===== config.mk =====
export PLATFORM = sky130hd
export DESIGN_NAME = rv32_pc_v3
export DESIGN_NICKNAME = d
export VERILOG_FILES = /design/src/rtl/rv32_pc_v3.sv
export SDC_FILE = /design/constraint.sdc
export NUM_CORES = 1
export LEC_CHECK = 0
export ABC_AREA = 1
export CORE_MARGIN = 4
export CORE_UTILIZATION = 25
export CTS_BUF_LIST = sky130_fd_sc_hd__clkbuf_8
export DETAILED_ROUTE_END_ITERATION = 12
export SKIP_LAST_GASP = 1
export SLEW_MARGIN = 25
export SYNTH_ARGS = -nofsm -noshare
export SYNTH_HDL_FRONTEND = slang
export SYNTH_SLANG_ARGS = --single-unit

===== constraint.sdc =====
create_clock -name clk -period 1.8 [get_ports clk]
set_input_delay 0.36 -clock clk [delete_from_list [all_inputs] [get_ports clk]]
set_output_delay 0.36 -clock clk [all_outputs]
set_load 0.1 [all_outputs]

===== src/rtl/rv32_pc_v3.sv =====
// -----------------------------------------------------------------------------
// rv32_pc_v3 -- program-counter unit for the RV32 fetch stage.
//
// Computes the next fetch address for sequential flow, JAL, JALR and
// conditional branches, registers the IF/ID flush, keeps a redirect that
// arrives while fetch is frozen, and traps misaligned targets to TRAP_VECTOR.
//
// Ports
//   clk, rst_n        clock (rising edge), asynchronous active-low reset
//   enable            PC run enable (halt = ~enable)
//   busy, stall       either one freezes the PC
//   branch, pc_opsel  redirect request and kind (0 JAL, 1 JALR, 2..7 branch)
//   execute_pc        PC of the instruction entering execute
//   code_bus          instruction word in execute (immediate source)
//   reg_s1            rs1 value for JALR
//   pc_out            current fetch address
//   return_addr       pc+4 delayed by RET_DELAY cycles
//   flush             registered IF/ID flush
//   halt              combinational ~enable
//   redirect_pending  a captured redirect is waiting for the PC to advance
//   misalign_trap     one-cycle pulse on a misaligned redirect target
//   trap_pc           last offending target, held until the next trap
//
// Handshake: there is no valid/ready pair. branch is a single-cycle request
// qualified by nothing; it is always accepted, either applied directly (PC
// advancing) or captured into the pending slot (PC frozen), newest wins.
// -----------------------------------------------------------------------------
module rv32_pc_v3 #(
   parameter int              XLEN         = 32,
   parameter logic [XLEN-1:0] RESET_VECTOR = '0,
   parameter logic [XLEN-1:0] TRAP_VECTOR  = XLEN'('h100),
   parameter int              RET_DELAY    = 3,   // legal range 1..8
   parameter bit              ALIGN_CHECK  = 1'b1
) (
   input  logic            clk,
   input  logic            rst_n,
   input  logic            enable,
   input  logic            busy,
   input  logic            stall,
   input  logic            branch,
   input  logic [2:0]      pc_opsel,
   input  logic [XLEN-1:0] execute_pc,
   input  logic [31:0]     code_bus,
   input  logic [XLEN-1:0] reg_s1,
   output logic [XLEN-1:0] pc_out,
   output logic [XLEN-1:0] return_addr,
   output logic            flush,
   output logic            halt,
   output logic            redirect_pending,
   output logic            misalign_trap,
   output logic [XLEN-1:0] trap_pc
);

   logic [XLEN-1:0] pc_q, pc_d;
   logic [XLEN-1:0] pend_pc_q, pend_pc_d;
   logic            pend_q, pend_d;
   logic [XLEN-1:0] trap_pc_q, trap_pc_d;
   logic            trap_q, trap_d;
   logic            flush_q;
   logic [XLEN-1:0] exec_pc_q;
   logic [XLEN-1:0] ret_q [RET_DELAY];

   logic            adv;
   logic [XLEN-1:0] imm_i, imm_uj, imm_sb;
   logic [XLEN-1:0] jalr_sum, tgt, redir_pc;
   logic            mis;

   assign adv = enable & ~busy & ~stall;

   assign imm_i  = {{(XLEN-12){code_bus[31]}}, code_bus[31:20]};
   assign imm_uj = {{(XLEN-21){code_bus[31]}}, code_bus[31], code_bus[19:12],
                    code_bus[20], code_bus[30:21], 1'b0};
   assign imm_sb = {{(XLEN-13){code_bus[31]}}, code_bus[31], code_bus[7],
                    code_bus[30:25], code_bus[11:8], 1'b0};

   assign jalr_sum = reg_s1 + imm_i;

   always_comb begin
      tgt = exec_pc_q + imm_sb;
      case (pc_opsel)
         3'd0:    tgt = exec_pc_q + imm_uj;
         3'd1:    tgt = {jalr_sum[XLEN-1:1], 1'b0};
         default: tgt = exec_pc_q + imm_sb;
      endcase
   end

   // JALR clears bit 0, so a JALR target can still trap through bit 1.
   assign mis      = ALIGN_CHECK ? (tgt[1:0] != 2'b00) : 1'b0;
   assign redir_pc = mis ? TRAP_VECTOR : tgt;

   always_comb begin
      pc_d      = pc_q;
      pend_d    = pend_q;
      pend_pc_d = pend_pc_q;
      trap_pc_d = trap_pc_q;
      // A misaligned target traps whether it is applied now or captured.
      trap_d    = branch & mis;
      if (branch && mis) begin
         trap_pc_d = tgt;
      end
      if (adv) begin
         pend_d = 1'b0;
         if (branch) begin
            pc_d = redir_pc;
         end else if (pend_q) begin
            pc_d = pend_pc_q;
         end else begin
            pc_d = pc_q + XLEN'(4);
         end
      end else if (branch) begin
         // Frozen: remember the newest redirect, replacing any older one.
         pend_d    = 1'b1;
         pend_pc_d = redir_pc;
      end
   end

   always_ff @(posedge clk or negedge rst_n) begin
      if (!rst_n) begin
         pc_q      <= RESET_VECTOR;
         pend_q    <= 1'b0;
         pend_pc_q <= '0;
         trap_q    <= 1'b0;
         trap_pc_q <= '0;
         flush_q   <= 1'b0;
         exec_pc_q <= '0;
      end else begin
         pc_q      <= pc_d;
         pend_q    <= pend_d;
         pend_pc_q <= pend_pc_d;
         trap_q    <= trap_d;
         trap_pc_q <= trap_pc_d;
         flush_q   <= branch;
         exec_pc_q <= execute_pc;
      end
   end

   // Link-address delay line; shifts every cycle regardless of adv.
   always_ff @(posedge clk or negedge rst_n) begin
      if (!rst_n) begin
         for (int i = 0; i < RET_DELAY; i++) ret_q[i] <= '0;
      end else begin
         ret_q[0] <= pc_q + XLEN'(4);
         for (int i = 1; i < RET_DELAY; i++) ret_q[i] <= ret_q[i-1];
      end
   end

   assign pc_out           = pc_q;
   assign return_addr      = ret_q[RET_DELAY-1];
   assign flush            = flush_q;
   assign halt             = ~enable;
   assign redirect_pending = pend_q;
   assign misalign_trap    = trap_q;
   assign trap_pc          = trap_pc_q;

endmodule


# After elaboration in Yosys (flattened, before gate mapping)
# Cells that the tools add are included.
[op_classes]
addsub = 4
n_eq_ne = 1
mux = 6
bitwise = 7
reduce_logical = 5
[ops]
columns = ["op", "n"]
rows = [
  ["adder 32 bit", 3],
  ["2-to-1 mux 32 bit", 3],
  ["one-hot mux 32 bit (2 select lines)", 1],
  ["adder 32 x 3 -> 32 bit, second input constant", 1],
  ["NOT 1 bit", 4],
  ["nonzero test 2 bit", 2],
  ["AND 1 bit", 3],
  ["== test 3 x 1 -> 1 bit, second input constant", 1],
  ["logical NOT 3 bit", 1],
  ["2-to-1 mux 1 bit", 2],
  ["AND reduction 2 bit", 1],
  ["logical AND 1 bit", 1],
]
[totals]
reg_bits = 227
input_bits = 105
output_inout_bits = 100
elab_cells = 33

# Depth between registers and ports, before layout
[logic_depth]
ltp_word = 5
depth_mapped = 20
mapped_depth_nobuf = 19

# Worst setup path before layout
# OpenSTA, ideal clock, no wires.
[synth_timing]
kind = "input port to flip-flop"
start = "input pc_opsel[2]"
end = "register pc_q[29], in the netlist pc_out[29]"
setup_ps = 77
t_arrival_ps = 2575
required_time_ps = 1723
slack_ps = -852
stages = 18
n_path_buf = 1
cell_sequence = "nor2_1 -> nand2_1 -> clkbuf_1 -> o21ai_0 -> ha_1 -> inv_1 -> fa_1 -> inv_1 -> nand3_1 -> nand3_1 -> nand3_1 -> nand3_1 -> nand2_1 -> nand3_1 -> nand3_1 -> nand2_1 -> nand3_1 -> a21oi_1"
[synth_between]
elab_chain_len = 5
word_cells_on_any_way = 6
[synth_rtl]
columns = ["element", "line", "text"]
rows = [
  ["start: declaration", "41", "input logic [2:0] pc_opsel,"],
  ["== test 3 x 1 -> 1 bit / logical NOT 3 bit (equally long branches)", "80", "case (pc_opsel)"],
  ["one-hot mux 32 bit (2 select lines) *", "80", ""],
  ["nonzero test 2 bit", "88", "assign mis = ALIGN_CHECK ? (tgt[1:0] != 2'b00) : 1'b0;"],
  ["2-to-1 mux 32 bit *", "89", "assign redir_pc = mis ? TRAP_VECTOR : tgt;"],
  ["2-to-1 mux 32 bit *", "103", "if (branch) begin"],
  ["end signal: assignment", "127", "pc_q <= pc_d;"],
  ["end: declaration", "54", "logic [XLEN-1:0] pc_q, pc_d;"],
]
# Mark *: on every way between the ends. The rest lies on a longest branch, timed or not.
# A chain may end at the register's enable or synchronous reset.

# Worst setup path after layout
[layout_timing]
start = "input pc_opsel[1]"
end = "register pc_q[11], in the netlist pc_out[11]"
# Same word-level chain as after synthesis.

==> run summary <==
The height of the chip was 242 um; the maximum fanout count along the critical path was 7. The proportion of register bits with asynchronous set or reset after synthesis came out at 1.00. The worst reg-to-reg path cell count was 12; the antenna cell count was 0. In this design, the largest share of critical-path delay is due to simple AND/OR/NAND/NOR gates. The number of global-route vias before repair was 14700. The run gives 2999 as the number of placed instances with taps included.

For this run the aggregate overflow at the end of global routing stands at 0. For this design, the slowest cell found on the critical path is fa_2. In the routed design, unresolved DRC markers number 0.

The critical path contains buffers and inverters numbering 6 combined. In this run the worst setup path begins at pc_opsel[1]. The logs give 0.433 for the final core area utilization and 0 for the number of hold-slack violations in the final timing report. For the reported max-cap violation count, the log shows 0. Setup violations remaining at the end of the flow were counted as 87.

IR analysis of the VDD net gives a maximum drop of 0.000604 V. The source-to-sink clock delay at the later pin of the worst-skew pair is 0.63 ns, and the netlist area before placement is 13700 um^2. For the total number of placement rows, the log shows 85. For this run, the slowest stage of the critical path takes 0.38 ns. For this design the ratio of total power to cell area is 1020 nW/um^2. The average instance area after synthesis was 7.24 um^2. The critical path runs through a total of 17 cells. Data on the critical path is required at its endpoint by 2.31 ns.

The final number of max-transition violations is 0. For the number of antenna violations at the first check in global routing, the log shows 0. The relative contribution of sequential cells to total power is 0.285, and the I/O pin count is 205.

The number of search-and-repair iterations in the first detailed-routing pass is 7. The prevailing post-synth register cell is dfrtp_1. The tools report the part of the total power dissipated in the clock network as 0.213. The first global-routing pass estimated 80.2 mm of wire.

The horizontal extent of the die is 242 um. STA classifies the critical path startpoint as a primary input. STA classifies the critical path endpoint as a flip-flop. The routed design has 51.2 mm of wire. The tools report the proportion of synthesized chip area in sequential cells as 0.413. The part of the total power dissipated in combinational logic was 0.502; the placed wire-length estimate was 40.4 mm.

The floorplan step defined a core boundary enclosing 54100 um^2. Summed over all nets, wire length on met3 after detailed routing comes to 2.45 mm. TritonCTS built the clock tree. The data arrival time of the critical path is 2.71 ns.

The startpoint identified for the worst register-to-register timing path is exec_pc_q[1]. The run finished, with violations left. The checks that failed: negative setup slack.

The critical path ends at pc_out[11]. Port buffering added 197 buffers. The number of synthesized register bits is 227, and the transition time at the pin with the least slew margin is 0.484 ns. The finished layout holds 3117 standard cells, fillers aside. The library cells used most frequently in the layout, excluding fill and tap cells, are nand2_1, inv_1, buf_4. The floorplan step defined a die boundary enclosing 58800 um^2. Synthesis produced a netlist with a net count of 2069.

The number of H-tree levels was 2. Entering global routing, the biggest net connects 50 pins. The ratio of final minimum period to clock period was 1.22; the synthesized instance count was 1897. The switching share of power works out to 0.434. The final critical-path required period was 2.20 ns. The path class of the tightest hold or removal check is in -> reg. The headroom to the max-slew limit is 0.677. The finished cells cover 23400 um^2. The total number of clock tree sinks was 227. For this design the static power due to leakage is 0.0115 uW. Once detail routing completed, the nets flagged for antenna violations numbered 0. On the final layout, the worst clock skew is 0.0498 ns.

Setup repair after global routing could not meet its margin everywhere. Average via count per standard cell: 4.46. In the final routed layout, each cell accounts on average for 16.4 um.

The tools report the number of clock buffers inserted by TritonCTS as 41. The endpoint of the worst register-to-register path was pc_out[11]. Clock transition at the register clock pins on the worst setup and hold paths after CTS: 0.06 ns. The CTS root buffer was clkbuf_8. At the placement stage, the worst setup path has a slack of -1.57 ns.

The internal power was 13600 uW. Traced cell by cell, the critical path runs through buf_6 > nor2_4 > buf_12 > nand2_8 > o21ai_2 > ha_2 > inv_2 > fa_2 > inv_4 > buf_4 > nand3_4 > nand3_4 > inv_2 > or2_0 > nand3_2 > nand4_1 > a21boi_1. For this run, the number of Yosys warnings is 0.

Synthesis-to-layout area growth: 70.6%. The detailed router put a total of 21.6 mm of wire on met1. The number of flops mapped to enable cells by yosys works out to 0.

The via total after detailed routing came out at 13900. The path type of the worst setup path was in -> reg. The logs give 2561 for the number of nets in the final layout and 0.254 for the initial standard-cell utilization of the core.

Derived from the worst setup path, the maximum achievable clock frequency is 454 MHz. In this run, distinct cell masters in the synthesized netlist total 48. The tools report the routed wire length on met2 as 25.2 mm. For flop-to-flop paths, the worst setup slack is -0.36 ns.

For this block, the initial DRC count from the detailed router was 734. The share of layout cells above drive strength 1 was 0.401. The congestion estimate from routability-driven global placement came to 0.936. For the number of buffers on the longest clock path, the log shows 3. For this design the total switching power over the nets is 10400 uW. The most common cell after layout, fill and taps aside is nand2_1. The tools report the overall global routing resource usage as 0.172. The placed instances occupy a cell area of 19700 um^2. Signal routing reaches up to met4. The run gives -0.401 ns as the worst setup margin.
## state kept, by name, indices dropped and copies added (netlist names)
name and cells:
pend_pc_q 32, return_addr 32, redirect_pending 1, ret_q 64, misalign_trap 1, trap_pc 32, pc_out 32, flush 1
exec_pc_q 32
## per-stage QoR
step	total power, uW	hold slack (ns)	TNS (ns)
finish	24000	0.168	-24.17
global route	25200	0.124	-31.84
CTS	23700	0.0992	-16.06
detailed placement	17600	0.321	-121.37
global placement	17500	0.316	-116.80
floorplan	12800	0.0644	-32.94
## kinds of logic after synthesis
| logic type | Yosys count | share of synthesized area |
|---|---|---|
| fa+ha+maj | 67 | 0.0621 |
| flops | 227 | 0.413 |
| xor+xnor | 32 | 0.0226 |
| simple gates | 957 | 0.293 |
| mux | 5 | 0.00392 |
| buf+inv | 392 | 0.118 |
| compound gates | 217 | 0.0873 |
## per-layer routing
layer / GRT usage / vias up
met4: 0.0633 / 0
met1: 0.213 / 6569
met2: 0.296 / 341
li1: - / 6904
met3: 0.0325 / 95
met5: 0 / -
## worst min-delay path by stage
stage	from	to	slack, ns	cells after the start
after floorplan	rst_n	exec_pc_q[0]	0.06	0
after global placement	rst_n	ret_q[66]	0.32	1
after detailed placement	rst_n	ret_q[66]	0.32	1
after CTS	execute_pc[24]	exec_pc_q[24]	0.1	1
after global routing	execute_pc[21]	exec_pc_q[21]	0.12	1
final	execute_pc[24]	exec_pc_q[24]	0.17	1
## layout make-up
| class | count | area (um^2) |
|---|---|---|
| flip-flops and latches | 227 | 5720 |
| fillers | 5226 | 30700 |
| inverters | 320 | 1220 |
| repair buffers | 520 | 5780 |
| clock buffers | 50 | 688 |
| well taps | 696 | 871 |
| multi-input cells | 1279 | 8970 |
| clock inverters | 25 | 181 |
## what timing repair did
| action | CTS | global route |
|---|---|---|
| setup buffers | 24 | 27 |
| endpoints found under the setup margin | 101 | 99 |
| pin swaps | 123 | 120 |
| cloned | 1 | 0 |
| endpoints found under the hold margin | 53 | 0 |
| gates resized for setup | 396 | 199 |
| hold buffers | 1 | 0 |
## power groups by stage
stage,logic (uW),registers [uW],clock network (uW)
2_1_floorplan,3950,8850,0
3_3_place_gp,10600,6890,0
3_5_place_dp,10700,6910,0
4_1_cts,11500,6840,5340
5_1_grt,12700,6930,5530
6_report,12000,6830,5110
## Yosys cell counts, drive strengths merged, types with 18 or more instances
cell,count,share of area
a21oi,87,0.032
clkbuf,18,0.0049
ha,65,0.059
o21ai,81,0.030
a31oi,20,0.0091
xor2,30,0.021
nor2,140,0.042
nand3,141,0.052
inv,320,0.087
buf,54,0.025
nand2,620,0.17
dfrtp,227,0.41
(Power assumes the default switching activity.)
==> patch (config.mk and constraints unchanged) <==
Change the parameter `XLEN` from 32 to 28.
--- a/src/rtl/rv32_pc_v3.sv
+++ b/src/rtl/rv32_pc_v3.sv
@@ -28,3 +28,3 @@
 module rv32_pc_v3 #(
-   parameter int              XLEN         = 32,
+   parameter int              XLEN         = 28,
    parameter logic [XLEN-1:0] RESET_VECTOR = '0,
Interface: changed (5 resized); port bits go from 205 to 185. No check against the original RTL was run, so the function may have changed too.
==> patch against the unedited design <==
The flow still finishes with violations (negative setup slack); count of clock-buffer cells in the layout down 33; area after synthesis is 14% lower; setup slack improved by 25 ps; wire length decreased by 16%; power decreased by 20%; first-iteration DRC count rose by 16%; sequential cell count down 28; final area is 16% lower; combinational power is 16% lower; synthesized cell count is 15% lower; largest power group unchanged.
==> patch: results (changes against the unedited design) <==
Failing checks: negative setup slack
Outcome: finished with violations
GPL Wtd Cong: 0.921 (-1.5%)
Drt first pass iters: 5 (-2)
Sum of negative setup slack: -18520 ps (+5650 ps)
Non-Filler Instances: 2643 (-15%)
Largest net degree at the start of global routing: 43 (-14%)
Synth cell count leaders: 515 x nand2_1, 269 x inv_1, 199 x dfrtp_1
Clock slew seen by the registers of the worst setup and hold paths: 120 ps (+60 ps)
Peak VDD IR: 0.535 mV (-12%)
FF-to-FF Start: exec_pc_q[9]
Skew final: 20.3 ps (-29.5 ps)
CTS H-tree depth: 4 (+2)
Synth Area in Compound Gates: 8.63% (-0.11 points)
Total GRT Usage: 16.8% (-0.38 points)
Max reg flops: 56 (-13%)
Final worst slack: -375 ps (+25.4 ps)
Setup-violating endpoint count in the final report: 73 (-16%)
Latest clock arrival within the worst-skew pair: 510 ps (-120 ps)
Total CTS buffers: 17 (-59%)
Post-synthesis xor/xnor area fraction: 2.25% (-0.0040 points)
First-pass GRT wire length: 66.9 mm (-17%)
Mux contribution to synthesized area: 0.463% (+0.072 points)
Wirelength per Cell: 16.3 um (-0.75%)
Port buffer count: 177 (-10%)
Synth Area in Adders: 6.02% (-0.18 points)
Routed vias: 11800 (-15%)
Post-synthesis sequential area ratio: 41.9% (+0.58 points)
Antenna violations before repair: 1 (+1)
Register-to-register setup slack: -330 ps (+30 ps)
HPWL Detailed: 34.7 mm (-14%)
CTS max path bufs: 2 (-1)
1st-iter DRT viols: 851 (+16%)
Post-synth net total: 1772 (-14%)
Leakage power total: 9.61 nW (-16%)
Layout cell share with drive strength beyond 1: 39.4% (-0.74 points)
patch: cell types whose count changed after synthesis, sizes merged, moves of 14 or more:
cell	change
o21ai	-14
a21oi	-25
nand2	-100
dfrtp	-28
inv	-44
nor2	-23
patch: worst min-delay path by stage:
stage / slack [ps] / from / endpoint / depth (start not counted)
after global placement: 330 / ret_q[47] / return_addr[19] / 0
final: 270 / execute_pc[17] / exec_pc_q[17] / 1
after CTS: 230 / execute_pc[9] / exec_pc_q[9] / 1
after detailed placement: 330 / ret_q[57] / ret_q[29] / 0
after global routing: 240 / execute_pc[3] / exec_pc_q[3] / 1
after floorplan: 60 / rst_n / exec_pc_q[0] / 0
patch: layout make-up:
class,instances,area (um^2)
multi-input combinational,1083,7470
timing repair inverter,1,11.3
antenna,1,2.50
clock buffer,17,234
inverter,277,1060
fill,4652,27100
sequential,199,5010
clock inverter,15,194
tap,607,759
timing repair buffer,443,4880
patch: power by group:
group          leakage [nW]  total, mW  internal, mW  switching, mW
clock network         0.215       3.06          1.09           1.97
registers              2.34       5.97          5.29          0.673
logic                  7.05       10.1          3.91           6.22
patch: worst max-delay path, delay by kind of cell:
family / cells / cell delay (ps)
AO/OA/AOI/OAI: 1 / 110
multiplexers: 1 / 300
AND/OR/NAND/NOR: 11 / 1170
buffers and inverters: 3 / 340
adder cells (fa/ha/maj): 1 / 310
patch: routing by layer:
metal	share of wire (%)	up-vias	wire, um	global-route usage (%)
met4	2.5	0	1090	5.02
met2	47	290	20100	27.5
li1	-	5849	-	-
met3	3.9	50	1700	2.22
met5	0	-	0	0
met1	47	5574	20200	23.2
patch: metrics by stage:
step | setup slack (ps) | instance area [um^2]
final | -375 | 19600
after global routing | -471 | 19600
after CTS | -323 | 18800
after detailed placement | -1450 | 17300
after global placement | -1450 | 17300
after floorplan | -467 | 12300
patch: cell families (layout without fill, tap and decap cells):
kind of cell,count (synthesis),count (layout)
adder cells (fa/ha/maj),56,56
XOR/XNOR,28,28
AO/OA/AOI/OAI,179,179
multiplexers,5,5
buffers and inverters,337,753
other,0,1
flip-flops,199,199
AND/OR/NAND/NOR,815,815
patch: timing repair:
| action | CTS | global route |
|---|---|---|
| setup buffers | 17 | 13 |
| hold buffers | 1 | 0 |
| gates resized for setup | 266 | 171 |
| endpoints found under the setup margin | 83 | 82 |
| pin swaps | 99 | 76 |
| hold endpoints to repair | 35 | 0 |
| gates cloned | 0 | 1 |
